--- config.mk ---
export PLATFORM = sky130hd
export DESIGN_NAME = mem_access_unit
export DESIGN_NICKNAME = d
export VERILOG_FILES = /design/src/rtl/mem_pkg.sv /design/src/rtl/mem_access_unit_load_extend.sv /design/src/rtl/mem_access_unit.sv
export SDC_FILE = /design/constraint.sdc
export NUM_CORES = 1
export LEC_CHECK = 0
export ABC_CLOCK_PERIOD_IN_PS = 4180
export CORE_ASPECT_RATIO = 2
export CORE_MARGIN = 2
export CORE_UTILIZATION = 28
export DETAILED_ROUTE_END_ITERATION = 16
export SYNTH_ARGS = -nofsm -noshare
export SYNTH_HDL_FRONTEND = slang
export SYNTH_SLANG_ARGS = --single-unit
export TNS_END_PERCENT = 50
--- constraint.sdc ---
create_clock -name clk -period 4.18 [get_ports clk]
set_input_delay 0.418 -clock clk [delete_from_list [all_inputs] [get_ports clk]]
set_output_delay 0.418 -clock clk [all_outputs]
set_load 0.03 [all_outputs]
--- src/rtl/mem_pkg.sv ---
// Shared definitions for the data-memory access unit: funct3 size codes,
// FSM state encoding and the default timeout.
package mem_pkg;

  localparam logic [2:0] F3_B  = 3'b000;
  localparam logic [2:0] F3_H  = 3'b001;
  localparam logic [2:0] F3_W  = 3'b010;
  localparam logic [2:0] F3_BU = 3'b100;
  localparam logic [2:0] F3_HU = 3'b101;

  localparam int DEF_TIMEOUT_CYC = 255;

  typedef enum logic [1:0] {
    S_IDLE = 2'd0,
    S_REQ  = 2'd1,
    S_WAIT = 2'd2,
    S_DONE = 2'd3
  } mem_state_t;

endpackage

--- src/rtl/mem_access_unit_load_extend.sv ---
// Load result shaping: picks the addressed byte/half out of a bus word and
// sign- or zero-extends it according to funct3.
module load_extend
  import mem_pkg::*;
(
  input  logic [31:0] word,
  input  logic [1:0]  addr_lo,
  input  logic [2:0]  funct3,
  output logic [31:0] ext
);

  logic [7:0]  byte_sel;
  logic [15:0] half_sel;

  always_comb begin
    case (addr_lo)
      2'd0:    byte_sel = word[7:0];
      2'd1:    byte_sel = word[15:8];
      2'd2:    byte_sel = word[23:16];
      default: byte_sel = word[31:24];
    endcase
    half_sel = addr_lo[1] ? word[31:16] : word[15:0];

    case (funct3)
      F3_B:    ext = {{24{byte_sel[7]}}, byte_sel};
      F3_H:    ext = {{16{half_sel[15]}}, half_sel};
      F3_BU:   ext = {24'd0, byte_sel};
      F3_HU:   ext = {16'd0, half_sel};
      default: ext = word;
    endcase
  end

endmodule

--- src/rtl/mem_access_unit.sv ---
// Data-memory access unit: validates a decoded load/store, runs one bus
// transaction over a valid/ready bus, stalls the core meanwhile and returns
// extended load data.
module mem_access_unit
  import mem_pkg::*;
#(
  parameter int TIMEOUT_CYC = DEF_TIMEOUT_CYC
) (
  input  logic        clk,
  input  logic        rst_n,
  input  logic        mem_read,
  input  logic        mem_write,
  input  logic [2:0]  funct3,
  input  logic [31:0] addr,
  input  logic [31:0] wdata,
  output logic        stall,
  output logic        rd_valid,
  output logic [31:0] rdata,
  output logic        fault,
  output logic        m_req_valid,
  input  logic        m_req_ready,
  output logic        m_we,
  output logic [31:0] m_addr,
  output logic [31:0] m_wdata,
  output logic [3:0]  m_wstrb,
  input  logic        m_rsp_valid,
  input  logic [31:0] m_rdata,
  output mem_state_t  dbg_state
);

  localparam int CW = $clog2(TIMEOUT_CYC + 1);
  localparam logic [CW-1:0] TO_LIM = CW'(TIMEOUT_CYC);

  mem_state_t    state_q, state_d;
  logic          we_q, we_d;
  logic [31:0]   addr_q, addr_d;
  logic [31:0]   wdata_q, wdata_d;
  logic [3:0]    wstrb_q, wstrb_d;
  logic [2:0]    f3_q, f3_d;
  logic [31:0]   word_q, word_d;
  logic          flt_q, flt_d;
  logic [CW-1:0] cnt_q, cnt_d;

  logic        access, illegal, f3_ok, aligned, go;
  logic [31:0] lane_wdata;
  logic [3:0]  lane_wstrb;

  always_comb begin
    access  = mem_read ^ mem_write;
    illegal = mem_read & mem_write;
    if (mem_read) f3_ok = funct3 inside {F3_B, F3_H, F3_W, F3_BU, F3_HU};
    else          f3_ok = funct3 inside {F3_B, F3_H, F3_W};
    case (funct3)
      F3_H, F3_HU: aligned = ~addr[0];
      F3_W:        aligned = (addr[1:0] == 2'b00);
      default:     aligned = 1'b1;
    endcase
    go = access & f3_ok & aligned;

    // Stores replicate the datum across lanes and let the strobe pick the bytes.
    lane_wdata = 32'd0;
    lane_wstrb = 4'b0000;
    if (mem_write) begin
      case (funct3)
        F3_B: begin
          lane_wdata = {4{wdata[7:0]}};
          lane_wstrb = 4'b0001 << addr[1:0];
        end
        F3_H: begin
          lane_wdata = {2{wdata[15:0]}};
          lane_wstrb = addr[1] ? 4'b1100 : 4'b0011;
        end
        default: begin
          lane_wdata = wdata;
          lane_wstrb = 4'b1111;
        end
      endcase
    end
  end

  // Bus handshake: a request transfers on a cycle with m_req_valid & m_req_ready;
  // the payload is held stable from latched state until then. The response
  // (read data or write ack) is one m_rsp_valid cycle, only honoured in WAIT.
  always_comb begin
    state_d     = state_q;
    we_d        = we_q;
    addr_d      = addr_q;
    wdata_d     = wdata_q;
    wstrb_d     = wstrb_q;
    f3_d        = f3_q;
    word_d      = word_q;
    flt_d       = flt_q;
    cnt_d       = cnt_q;
    stall       = 1'b0;
    fault       = 1'b0;
    rd_valid    = 1'b0;
    m_req_valid = 1'b0;
    case (state_q)
      S_IDLE: begin
        if (go) begin
          stall   = 1'b1;
          state_d = S_REQ;
          we_d    = mem_write;
          addr_d  = addr;
          wdata_d = lane_wdata;
          wstrb_d = lane_wstrb;
          f3_d    = funct3;
          flt_d   = 1'b0;
          cnt_d   = '0;
        end else if (illegal | access) begin
          fault = 1'b1;
        end
      end
      S_REQ: begin
        stall       = 1'b1;
        m_req_valid = 1'b1;
        if (m_req_ready) begin
          state_d = S_WAIT;
          cnt_d   = '0;
        end
      end
      S_WAIT: begin
        stall = 1'b1;
        if (m_rsp_valid) begin
          word_d  = m_rdata;
          state_d = S_DONE;
        end else begin
          cnt_d = cnt_q + 1'b1;
          if (cnt_d == TO_LIM) begin
            state_d = S_DONE;
            flt_d   = 1'b1;
            word_d  = 32'd0;
          end
        end
      end
      S_DONE: begin
        rd_valid = ~we_q & ~flt_q;
        fault    = flt_q;
        state_d  = S_IDLE;
      end
      default: state_d = S_IDLE;
    endcase
  end

  always_ff @(posedge clk or negedge rst_n) begin
    if (!rst_n) begin
      state_q <= S_IDLE;
      we_q    <= 1'b0;
      addr_q  <= 32'd0;
      wdata_q <= 32'd0;
      wstrb_q <= 4'b0000;
      f3_q    <= 3'b000;
      word_q  <= 32'd0;
      flt_q   <= 1'b0;
      cnt_q   <= '0;
    end else begin
      state_q <= state_d;
      we_q    <= we_d;
      addr_q  <= addr_d;
      wdata_q <= wdata_d;
      wstrb_q <= wstrb_d;
      f3_q    <= f3_d;
      word_q  <= word_d;
      flt_q   <= flt_d;
      cnt_q   <= cnt_d;
    end
  end

  load_extend u_load_extend (
    .word    (word_q),
    .addr_lo (addr_q[1:0]),
    .funct3  (f3_q),
    .ext     (rdata)
  );

  assign m_we      = we_q;
  assign m_addr    = {addr_q[31:2], 2'b00};
  assign m_wdata   = wdata_q;
  assign m_wstrb   = wstrb_q;
  assign dbg_state = state_q;

endmodule

==> results of run 1 <==
-- synthesized netlist by cell type (all sizes together), types with 3 or more instances --
| master | n |
|---|---|
| nand2 | 124 |
| dfrtp | 115 |
| buf | 48 |
| o21ai | 42 |
| mux2 | 41 |
| a22o | 33 |
| mux2i | 25 |
| clkbuf | 24 |
| a21oi | 17 |
| o31ai | 17 |
| nor2b | 15 |
| inv | 11 |
| o211ai | 8 |
| a22oi | 7 |
| ha | 7 |
| o221ai | 5 |
| nand3b | 4 |
| nor3 | 4 |
| or3 | 4 |
| a31oi | 3 |
| and3 | 3 |
| nor2 | 3 |
-- critical path, delay by kind of cell, from the launching register on --
| kind | cells | cell delay (ns) |
|---|---|---|
| mux | 1 | 0.48 |
| compound gates | 2 | 0.84 |
| simple gates | 1 | 0.17 |
| flops | 1 | 0.43 |
| buf+inv | 1 | 0.66 |
-- sequential cells by signal, summed over array words and instances, names as in the netlist --
signal,count
f3_q,3
word_q,32
dbg_state,2
m_wdata,32
flt_q,1
m_wstrb,4
cnt_q,8
m_we,1
addr_q,32
-- area by class of cell --
type                            instances  area [sq um]  share of cell area
Antenna cell                            1          2.50            0.000292
Sequential cell                       115          2880               0.336
Tap cell                              266           333              0.0389
Inverter                               12          45.0             0.00526
Clock buffer                           22           464              0.0542
Clock inverter                         10           131              0.0153
Multi-Input combinational cell        378          2530               0.296
Timing Repair Buffer                  218          2180               0.254
-- routing by layer --
layer / vias up / global-route usage / wire, um
li1: 2330 / - / -
met1: 2323 / 0.171 / 6490
met2: 180 / 0.316 / 10200
met3: 21 / 0.0462 / 1010
met4: 0 / 0.0767 / 580
met5: - / 0 / 0
-- metrics by stage --
step	area (sq um)	instances	hold slack, ns	utilization
floorplan	5870	577	0.122	-
global placement	7960	989	0.459	0.389
detailed placement	7960	989	0.470	0.389
CTS	8560	1021	0.109	0.418
global route	8560	1022	0.117	0.418
finish	8560	1022	0.0666	0.418
-- power by group through the flow --
stage	clock network [uW]	logic (uW)	registers, uW
2_1_floorplan	0	2260	2190
3_3_place_gp	0	3950	2010
3_5_place_dp	0	3980	2010
4_1_cts	1520	3990	2000
5_1_grt	1580	4180	2070
6_report	1480	3940	2000
-- path summary, 6_finish.rpt --
path	slack, ns	cells past startpoint	end
worst max-delay path	0.76	5	rdata[10]
worst min-delay path	0.07	1	m_wdata[2]
worst max register to register	1.99	8	cnt_q[2]
worst min register to register	0.48	2	m_wdata[17]
max in group asynchronous	3.16	2	addr_q[6]
min in group clk	0.48	2	m_wdata[17]
-- cells by family after synthesis --
kind of cell / share of synthesized area
multiplexers: 0.125
other: 0.000639
AO/OA/AOI/OAI: 0.167
AND/OR/NAND/NOR: 0.122
buffers and inverters: 0.0798
adder cells (fa/ha/maj): 0.0149
flip-flops: 0.491
==> summary.md, run 1 <==
Detailed placement finished with a half-perimeter wire length of 13700 um. Summing every instance area after synthesis gives 5860 sq um. The logs give 0.269 for the fraction of power consumed by sequential logic and 0 for the final count of pins violating max slew. In the final timing run, aggregate negative setup slack is 0 ns.

For the effective utilization at floorplan, the log shows 0.287. Dividing the detail-routed wire length by the instance count gives 17.9 um. Static timing analysis puts the maximum clock frequency at 0.293 GHz.

The number of max-cap violations was 0. The path type of the worst min-delay path is input port to async pin. Setup violations remaining at the end of the flow were counted as 0. Once the clock tree was built, the setup fixing pass inserted 0 buffers. STA classifies the critical path endpoint as an output port. The fraction of post-synthesis cell area in the top cell type by area is 0.491. Buffers inserted to repair hold after CTS numbered 0. After clock tree synthesis, the repair step resized 0 gates. The initial antenna violation count came out at 1. The critical path goes through mux4_2 > nor2b_1 > a21oi_1 > a21oi_1 > clkdlybuf4s50_1. From bottom edge to top edge, the die measures 209 um. In this run the power density over the cells is 866 nW/um^2. The final RePlAce weighted congestion was 0.770; the later-pin clock latency in the skew report was 0.41 ns. STA classifies the critical path startpoint as a flop.

The startpoint identified for the worst register-to-register timing path is dbg_state[0]. VDD sags by at most 0.332 mV. The fraction of final layout cells with drive strength greater than 1 works out to 0.0742. The final worst slack is 0.762 ns, and the TritonCTS sink count is 115. On the worst path, the slowest cell contributes a delay of 0.68 ns. The longest clock path from root to sink contains 2 buffers. At the end of the flow, the number of nets in the layout was 854. The average vias per placed instance was 4.75. The routed layout has 4854 vias.

The Yosys step of the flow raised 0 warnings. In this run the tool buffered the top-level ports with 209 buffer cells. The run gives 3.00 ns as the critical path arrival. The library cell occupying the most area in the post-synthesis netlist is dfrtp_1.

TritonCTS built the clock tree. The overall power consumption is 7410 uW, and the total routing usage reported by global routing is 0.169. The tools report the first-pass GRT wire length as 28500 um. In this run the worst setup path begins at word_q[31]. The library cells used most frequently in the layout, excluding fill and tap cells, are 206 x clkdlybuf4s50_1, 123 x nand2_1, 115 x dfrtp_1.

In this run the static leakage power is 0.00374 uW. The area growth from synthesis to layout is 46.0%. Number of hold violations in the final report: 0. The logs give 576 for the number of standard cells after synthesis and 0.200 for the portion of total power attributed to the clock network. The number of fillers in the final layout came out at 2011. In this run the clock root is driven by a clkbuf_16. By area the synthesized netlist is led by dfrtp_1 49%, nand2_1 7.9%, mux2_1 6.3%. The most used flip-flop cell after synthesis is dfrtp_1. At the worst endpoint, the required time is 3.76 ns.

The final critical-path share of the clock period was 0.818; the number of distinct library cell variants in the gate-level netlist after synthesis was 45. The worst path needs 3.42 ns of the cycle, external delays included. Entering global routing, the biggest net connects 78 pins.

The die boundary width was 106 um. The switching portion of total power was 0.429. In this run the mean area of a mapped cell was 10.2 sq um.

The number of global-route vias before repair is 5056, and the clock buffer count from CTS is 17. The largest individual stage delay along the critical path comes from the cell a21oi_1. Among the stages of the critical path, the cell type that occurs most often is a21oi_1. The logs give 0.287 for the remaining max-slew budget at the tightest pin and 1.02 ns for the worst-case setup slack after placement. Internal power component: 4240 uW.

The tools report the global route total overflow as 0. The number of iterations in the first detailed-routing pass is 4, and the number of placement rows is 74. The flip-flop and latch count after synthesis was 115; the maximum net fanout on the critical path was 8. The final wirelength is 18300 um. The most common library cell in the layout ignoring fill and taps was clkdlybuf4s50_1. The core area was 20500 sq um.

Setup repair after global routing left no endpoint under its margin. The flow ran to the end, and the final reports show no timing, DRC or antenna violations. The number of top-level pins was 212; the net switching power was 3180 uW. The number of design-rule violations left by the first detailed-router iteration is 155. For the H-tree depth reported by CTS, the log shows 4. The die covers 22200 sq um. The final routed DRC violation total was 0; the final clock skew was 0.0110 ns. The share of async-settable or async-resettable flops after synthesis works out to 1.00. At the pin with the least slew margin, the transition time is 1.07 ns.

Counting flops with a built-in enable in the synthesized netlist gives 0. The combinational cell fraction of total power is 0.531. In this run the remaining antenna-violating nets after routing total 0. The clock-pin slew reported for the worst setup and hold paths after clock tree synthesis is 0.06 ns. The worst setup path is of the flop to output port kind.

The tools report the part of the Yosys area used for sequential elements as 0.491.
No activity file was read; power rests on OpenSTA's default activity.
==> run 2, diff against run 1 <==
Settings changed: ABC_CLOCK_PERIOD_IN_PS 4180 to 3550.
Clock period 4.18 ns to 3.55 ns, I/O delays scaled along.
==> run 2 against run 1 <==
Clock-buffer cell count is 2 lower. Sequential power is 15% higher. Non-clock buffer count is 3 higher. Worst setup slack worse by 0.49 ns. Combinational power is 19% higher. Wire length is 1.5% higher. Die area stayed put. Global-route usage is 0.18 points higher. Register-to-register slack worse by 0.64 ns. Clock power is 13% higher. First-iteration DRC count is 23% higher. Critical path type unchanged. Largest power group unchanged. Highest routed layer is now met5.
==> summary.md, run 2 (synthesis gave the netlist of run 1 again) <==
The number of cells on the worst reg-to-reg path was 8 (unchanged); the final RePlAce weighted congestion was 0.747 (-3.0%). The die boundary width works out to 106 um (unchanged). The portion of total power attributed to the clock network was 0.193 (-0.007); the maximum net fanout on the critical path was 8 (unchanged). The combinational cell fraction of total power was 0.540 (+0.009); the number of I/O port buffers was 209 (unchanged).

Clock buffer count from CTS: 17 (unchanged). The fraction of power consumed by sequential logic was 0.268 (about the same); the synthesis-to-layout area growth was 45.9% (about the same). The peak supply drop is 0.449 mV (+35%), and the remaining max-slew budget at the tightest pin is 0.396 (+0.109). The number of max-cap violations is 0 (unchanged). The worst setup path is launched from a flop.

The average vias per placed instance works out to 4.78 (+0.73%). Cell total after placement: 992 (+0.30%). The worst setup path is captured at an output port. For the internal power component, the log shows 4920 uW (+16%).

The logs give 0 (unchanged) for the number of routed nets with antenna violations and 3.19 ns (-0.57 ns) for the required time at the worst-slack endpoint. The top cell types in the final layout, fill and taps aside, are 206 x clkdlybuf4s50_1, 123 x nand2_1, 115 x dfrtp_1. The effective utilization at floorplan was 0.287 (unchanged).

TritonCTS built the clock tree. The critical setup path kind was flop to output port. The total routing usage reported by global routing is 0.171 (+0.00183). Clock tree synthesis selected as its root buffer the cell clkbuf_16. Setup repair after global routing left no endpoint under its margin.

For the final routed DRC violation total, the log shows 0 (unchanged). The initial antenna violation count came out at 3 (+2). The global route total overflow was 0 (unchanged).

The power density relative to cell area was 1010 nW/um^2 (+17%); the final cell count without fillers was 1023 (+0.098%). The leakage power total is 0.00373 uW (-0.31%). The path class of the tightest hold or removal check is input port to async pin. The overall via count from detail_route was 4894 (+0.82%); the switching portion of total power was 0.432 (+0.00306). The final critical-path share of the clock period came out at 0.923. The highest achievable clock rate is 0.305 GHz.

The transition at the pin with the smallest max-transition slack was 0.903 ns (-0.167 ns). The worst reg2reg path endpoint was cnt_q[2]. The logs give 0 (unchanged) for the number of buffers inserted by hold repair at cts and 857 (+0.35%) for the number of nets at the end of the flow. The clock-pin slew reported for the worst setup and hold paths after clock tree synthesis works out to 0.06 ns (about the same). Number of placement rows: 74 (unchanged). The fraction of final layout cells with drive strength greater than 1 is 0.0780 (+0.00387). The tools report the first-pass GRT wire length as 28700 um (+0.82%). Leaving out fill and tap cells, the most frequent cell in the layout is clkdlybuf4s50_1. The number of design-rule violations left by the first detailed-router iteration was 191 (+23%). Overall power consumption: 8650 uW (+17%). The logs give 0.0103 ns (-0.0563 ns) for the final worst hold slack and 0 ns (unchanged) for the accumulated negative setup slack. The run gives 0 (unchanged) as the number of hold violations in the final report. The slack of the worst reg-to-reg path is 1.35 ns (-0.64 ns), and the die outline area is 22200 sq um (unchanged). The number of failing setup endpoints in the final timing report came out at 0 (unchanged). The number of iterations in the first detailed-routing pass is 7 (+3), and the core area is 20500 sq um (unchanged). The logs give 5091 (+0.69%) for the number of global-route vias before repair and 0.41 ns (about the same) for the later-pin clock latency in the skew report.

The critical path arrival was 2.92 ns (-0.08 ns). The H-tree depth reported by CTS was 4 (unchanged). The run finished with clean final reports. For the post-CTS setup-driven buffer insertion count, the log shows 0 (unchanged). The net switching power is 3730 uW (+17%). The run gives 18600 um (+1.5%) as the final wirelength.

Startpoint of the worst register-to-register path: dbg_state[0]. The post-cts gate resize count is 0 (unchanged). The maximum number of pins on one net before global-route repair came out at 62 (-21%). The run gives 0.00725 ns (-0.00378 ns) as the final clock skew. The vertical die dimension is 209 um (unchanged), and the TritonCTS sink count is 115 (unchanged).

The final count of pins violating max slew came out at 0 (unchanged). The tools report the buffer levels on the longest clock path as 2 (unchanged). The number of top-level pins was 212 (unchanged).

The HPWL after detailed placement is 13800 um (+1.0%). The per-cell routed wire length is 18.2 um (+1.4%). The clock period could shrink to 3.28 ns.
## run 2: cell count changes in the layout (fill, tap and decap cells not counted)
cell and delta:
buf_4 +3, bufinv_16 -1, clkbuf_1 -2, clkinv_2 -1, clkinv_4 -1, clkinvlp_4 +3
## run 2: critical path, stage by stage (launching register included)
cell and delay (ns):
dfrtp_1 0.43, mux4_2 0.47, nor2b_1 0.17, a21oi_1 0.63
a21oi_1 0.16, clkdlybuf4s50_1 0.65
## run 2: per-stage QoR
stage / setup slack (ns) / instance area (sq um) / utilization
floorplan: 0.993 / 5870 / -
finish: 0.272 / 8550 / 0.418
global route: 0.137 / 8550 / 0.418
CTS: 0.254 / 8550 / 0.418
global placement: 0.722 / 7990 / 0.390
detailed placement: 0.718 / 7990 / 0.390
## run 2: worst max-delay path by stage
stage	start	cells after the start	end	slack, ns
5_1_grt	f3_q[0]	5	rdata[5]	0.14
3_3_place_gp	word_q[31]	5	rdata[10]	0.72
3_5_place_dp	word_q[31]	5	rdata[11]	0.72
4_1_cts	word_q[31]	5	rdata[11]	0.25
2_1_floorplan	mem_write	8	stall	0.99
6_report	word_q[23]	5	rdata[11]	0.27
## run 2: layout make-up
type,instances,area [sq um]
Fill cell,2022,11900
Sequential cell,115,2880
Multi-Input combinational cell,378,2530
Timing Repair Buffer,221,2200
Clock buffer,20,457
Tap cell,266,333
Clock inverter,10,110
Inverter,12,45.0
Antenna cell,1,2.50
## run 2: power by group through the flow
stage                     combinational (uW)  clock (uW)  sequential, uW
final                                   4670        1670            2310
after global routing                    4940        1790            2400
after CTS                               4720        1730            2320
after detailed placement                4710           0            2330
after global placement                  4680           0            2320
after floorplan                         2660           0            2580
## run 2: metal layers
metal | GRT usage | wire length, um | vias up
met2 | 0.320 | 10300 | 154
met4 | 0.0885 | 694 | 4
met1 | 0.168 | 6550 | 2377
met5 | 0 | 24 | -
li1 | - | - | 2331
met3 | 0.0459 | 973 | 28
==> run 3, diff against run 2 <==
Settings changed: CORE_ASPECT_RATIO 2 to not set.
==> run 3 against run 2 <==
Flip-flop and latch count unchanged. Utilization is 0.61 points higher. Register-to-register slack worse by 0.07 ns. Largest cell class unchanged.
==> summary.md, run 3 (synthesis gave the netlist of run 1 again) <==
For the final RePlAce weighted congestion, the log shows 0.807 (+8.0%). The vertical die dimension is 149 um (-29%). TritonCTS built the clock tree. The cell with the most instances on the worst path is a21oi_1. The effective utilization at floorplan was 0.288 (+0.00137).

The library cell used most frequently in the layout, excluding fill and tap cells, is clkdlybuf4s50_1. The required time at the worst-slack endpoint is 3.19 ns (about the same), and the critical path arrival is 2.94 ns (+0.02 ns). The fraction of final layout cells with drive strength greater than 1 was 0.0804 (+0.00233).

The die outline area was 22100 sq um (-0.32%). The final cell count without fillers is 1030 (+0.68%). The logs give 1.28 ns (-0.07 ns) for the slack of the worst reg-to-reg path and 212 (unchanged) for the number of top-level pins. The path with the worst hold slack has its endpoint at m_wdata[17]. The first-pass GRT wire length is 27500 um (-4.2%), and the core area is 20400 sq um (-0.48%).

The tree is rooted in a clkbuf_16. For the highest achievable clock rate, the log shows 0.304 GHz (-0.36%). The accumulated negative setup slack came out at 0 ns (unchanged).

Startpoint of the worst register-to-register path: dbg_state[0]. The run gives 70 (+13%) as the maximum number of pins on one net before global-route repair. For the remaining max-slew budget at the tightest pin, the log shows 0.392 (-0.00335). The logs give 3730 uW (about the same) for the net switching power and 0.260 ns (-0.0119 ns) for the final worst slack.

The number of I/O port buffers is 209 (unchanged). The clock-pin slew reported for the worst setup and hold paths after clock tree synthesis works out to 0.05 ns (about the same). For the internal power component, the log shows 5000 uW (+1.7%). The final critical-path share of the clock period came out at 0.927 (+0.00335). In the layout the commonest cells are 206 x clkdlybuf4s50_1, 123 x nand2_1, 115 x dfrtp_1.

The tools report the number of max-cap violations as 0 (unchanged). The TritonCTS sink count was 115 (unchanged); the final clock skew was 0.00857 ns (+0.00132 ns). For the combined flip-flop and latch cell area, the log shows 2880 sq um (unchanged). Number of design-rule violations left by the first detailed-router iteration: 304 (+59%). Final count of pins violating max slew: 0 (unchanged). Per-cell routed wire length: 17.0 um (-6.2%). The run gives 4804 (-5.6%) as the number of global-route vias before repair. The transition at the pin with the smallest max-transition slack was 0.908 ns (+0.00500 ns). The maximum net fanout on the critical path is 8 (unchanged), and the switching portion of total power is 0.427 (-0.00426). The area of the multi-input gates came out at 2530 sq um (unchanged).

The power density relative to cell area is 1010 nW/um^2 (about the same). The signal on the critical path passes through mux4_2 > nor2b_1 > a21oi_1 > a21oi_1 > clkdlybuf4s50_1. For the clock buffer count from CTS, the log shows 17 (unchanged). The worst hold path was traced through 2 stages. The final wirelength is 17500 um (-5.6%). The run finished with clean final reports. The H-tree depth reported by CTS is 4 (unchanged).

The HPWL after detailed placement is 12700 um (-8.6%), and the buffer levels on the longest clock path is 2 (unchanged). The slowest library cell on the worst path was a21oi_1. Setup repair after global routing left no endpoint under its margin.

The global route total overflow is 0 (unchanged). The endpoint identified for the worst register-to-register timing path is cnt_q[7]. The die boundary width works out to 149 um (+40%). The minimum period implied by the final worst setup slack was 3.29 ns (+0.0119 ns); the number of hold violations in the final report was 0 (unchanged). The number of placement rows came out at 52 (-30%). From synthesis to final layout, the design area changed by 47.3%. Peak supply drop: 0.416 mV (-7.3%). The final routed DRC violation total is 0 (unchanged), and the worst-case setup slack after placement is 0.666 ns (-0.0525 ns).

The stage delay of the slowest cell on the critical path came out at 0.68 ns (+0.03 ns). Post-cts gate resize count: 0 (unchanged). The tools report the later-pin clock latency in the skew report as 0.41 ns (about the same).

The setup path with the least slack is of type flop to output port. The run gives 0 (unchanged) as the number of routed nets with antenna violations. Initial antenna violation count: 1 (-2). The kind of launch point of the worst setup path was a flop. Average vias per placed instance: 4.69 (-2.0%).

The total routing usage reported by global routing was 0.162 (-0.00933). Path type of the worst min-delay path: flop to flop. The number of failing setup endpoints in the final timing report came out at 0 (unchanged). The number of fillers in the final layout was 1985 (-1.8%); the overall via count from detail_route was 4829 (-1.3%).

The tools report the number of iterations in the first detailed-routing pass as 4 (-3). The tools report the portion of total power attributed to the clock network as 0.207 (+0.014). The number of nets at the end of the flow is 858 (+0.12%), and the cell total after placement is 996 (+0.40%). In this run the most critical hold path is launched from m_wdata[17].

The number of cells on the worst reg-to-reg path is 7 (-1). The tools report the leakage power total as 0.00377 uW (+1.0%). The worst setup path is captured at an output port. For the fraction of power consumed by sequential logic, the log shows 0.265 (-0.003).

The combinational cell fraction of total power was 0.528 (-0.012).
## run 3: cell count changes in the layout (fill, tap and decap cells not counted), sizes merged
cell | previous run | this run
clkinv | 5 | 6
bufinv | 2 | 3
dlygate4sd3 | 0 | 1
clkinvlp | 4 | 3
clkbuf | 20 | 21
## run 3: per-layer routing
layer,global-route usage,up-vias,share of wire
li1,-,2330,-
met1,0.217,2269,0.46
met2,0.234,202,0.43
met3,0.0626,28,0.090
met4,0.0662,0,0.024
met5,0,-,0
## run 3: cell type report
type	instances	area share
clock inverters	11	0.0177
inverters	12	0.00521
repair buffers	222	0.257
diodes	1	0.000290
well taps	270	0.0391
flip-flops and latches	115	0.333
clock buffers	21	0.0545
multi-input cells	378	0.293
## run 3: power groups by stage
stage	Combinational, uW	Sequential (uW)	Clock, uW
2_1_floorplan	2660	2580	0
3_3_place_gp	4620	2320	0
3_5_place_dp	4630	2330	0
4_1_cts	4650	2310	1850
5_1_grt	4930	2390	1910
6_report	4610	2320	1800
## run 3: what timing repair did
action                                 4_1_cts  5_1_grt
endpoints found under the hold margin       46        0
buffers inserted                             0        0
hold buffers                                 1        0
## run 3: how the worst max path moves through the flow
stage	slack (ns)	cells past startpoint	to	startpoint
2_1_floorplan	0.99	8	stall	mem_write
3_3_place_gp	0.71	5	rdata[15]	word_q[31]
3_5_place_dp	0.67	5	rdata[10]	word_q[31]
4_1_cts	0.21	5	rdata[15]	word_q[31]
5_1_grt	0.05	5	rdata[11]	word_q[31]
6_report	0.26	5	rdata[11]	word_q[31]
## run 3: worst max-delay path, delay by kind of cell, from the launching register on
kind | cells | cell delay [ns]
compound gates | 2 | 0.85
buf+inv | 1 | 0.63
simple gates | 1 | 0.16
flops | 1 | 0.41
mux | 1 | 0.47
## run 3: stage by stage
| stage | area, sq um | utilization | hold WS, ns | power [uW] |
|---|---|---|---|---|
| 2_1_floorplan | 5870 | - | 0.0594 | 5240 |
| 3_3_place_gp | 8000 | 0.393 | 0.418 | 6940 |
| 3_5_place_dp | 8000 | 0.393 | 0.412 | 6960 |
| 4_1_cts | 8640 | 0.424 | 0.482 | 8820 |
| 5_1_grt | 8640 | 0.424 | 0.497 | 9230 |
| 6_report | 8640 | 0.424 | 0.478 | 8730 |
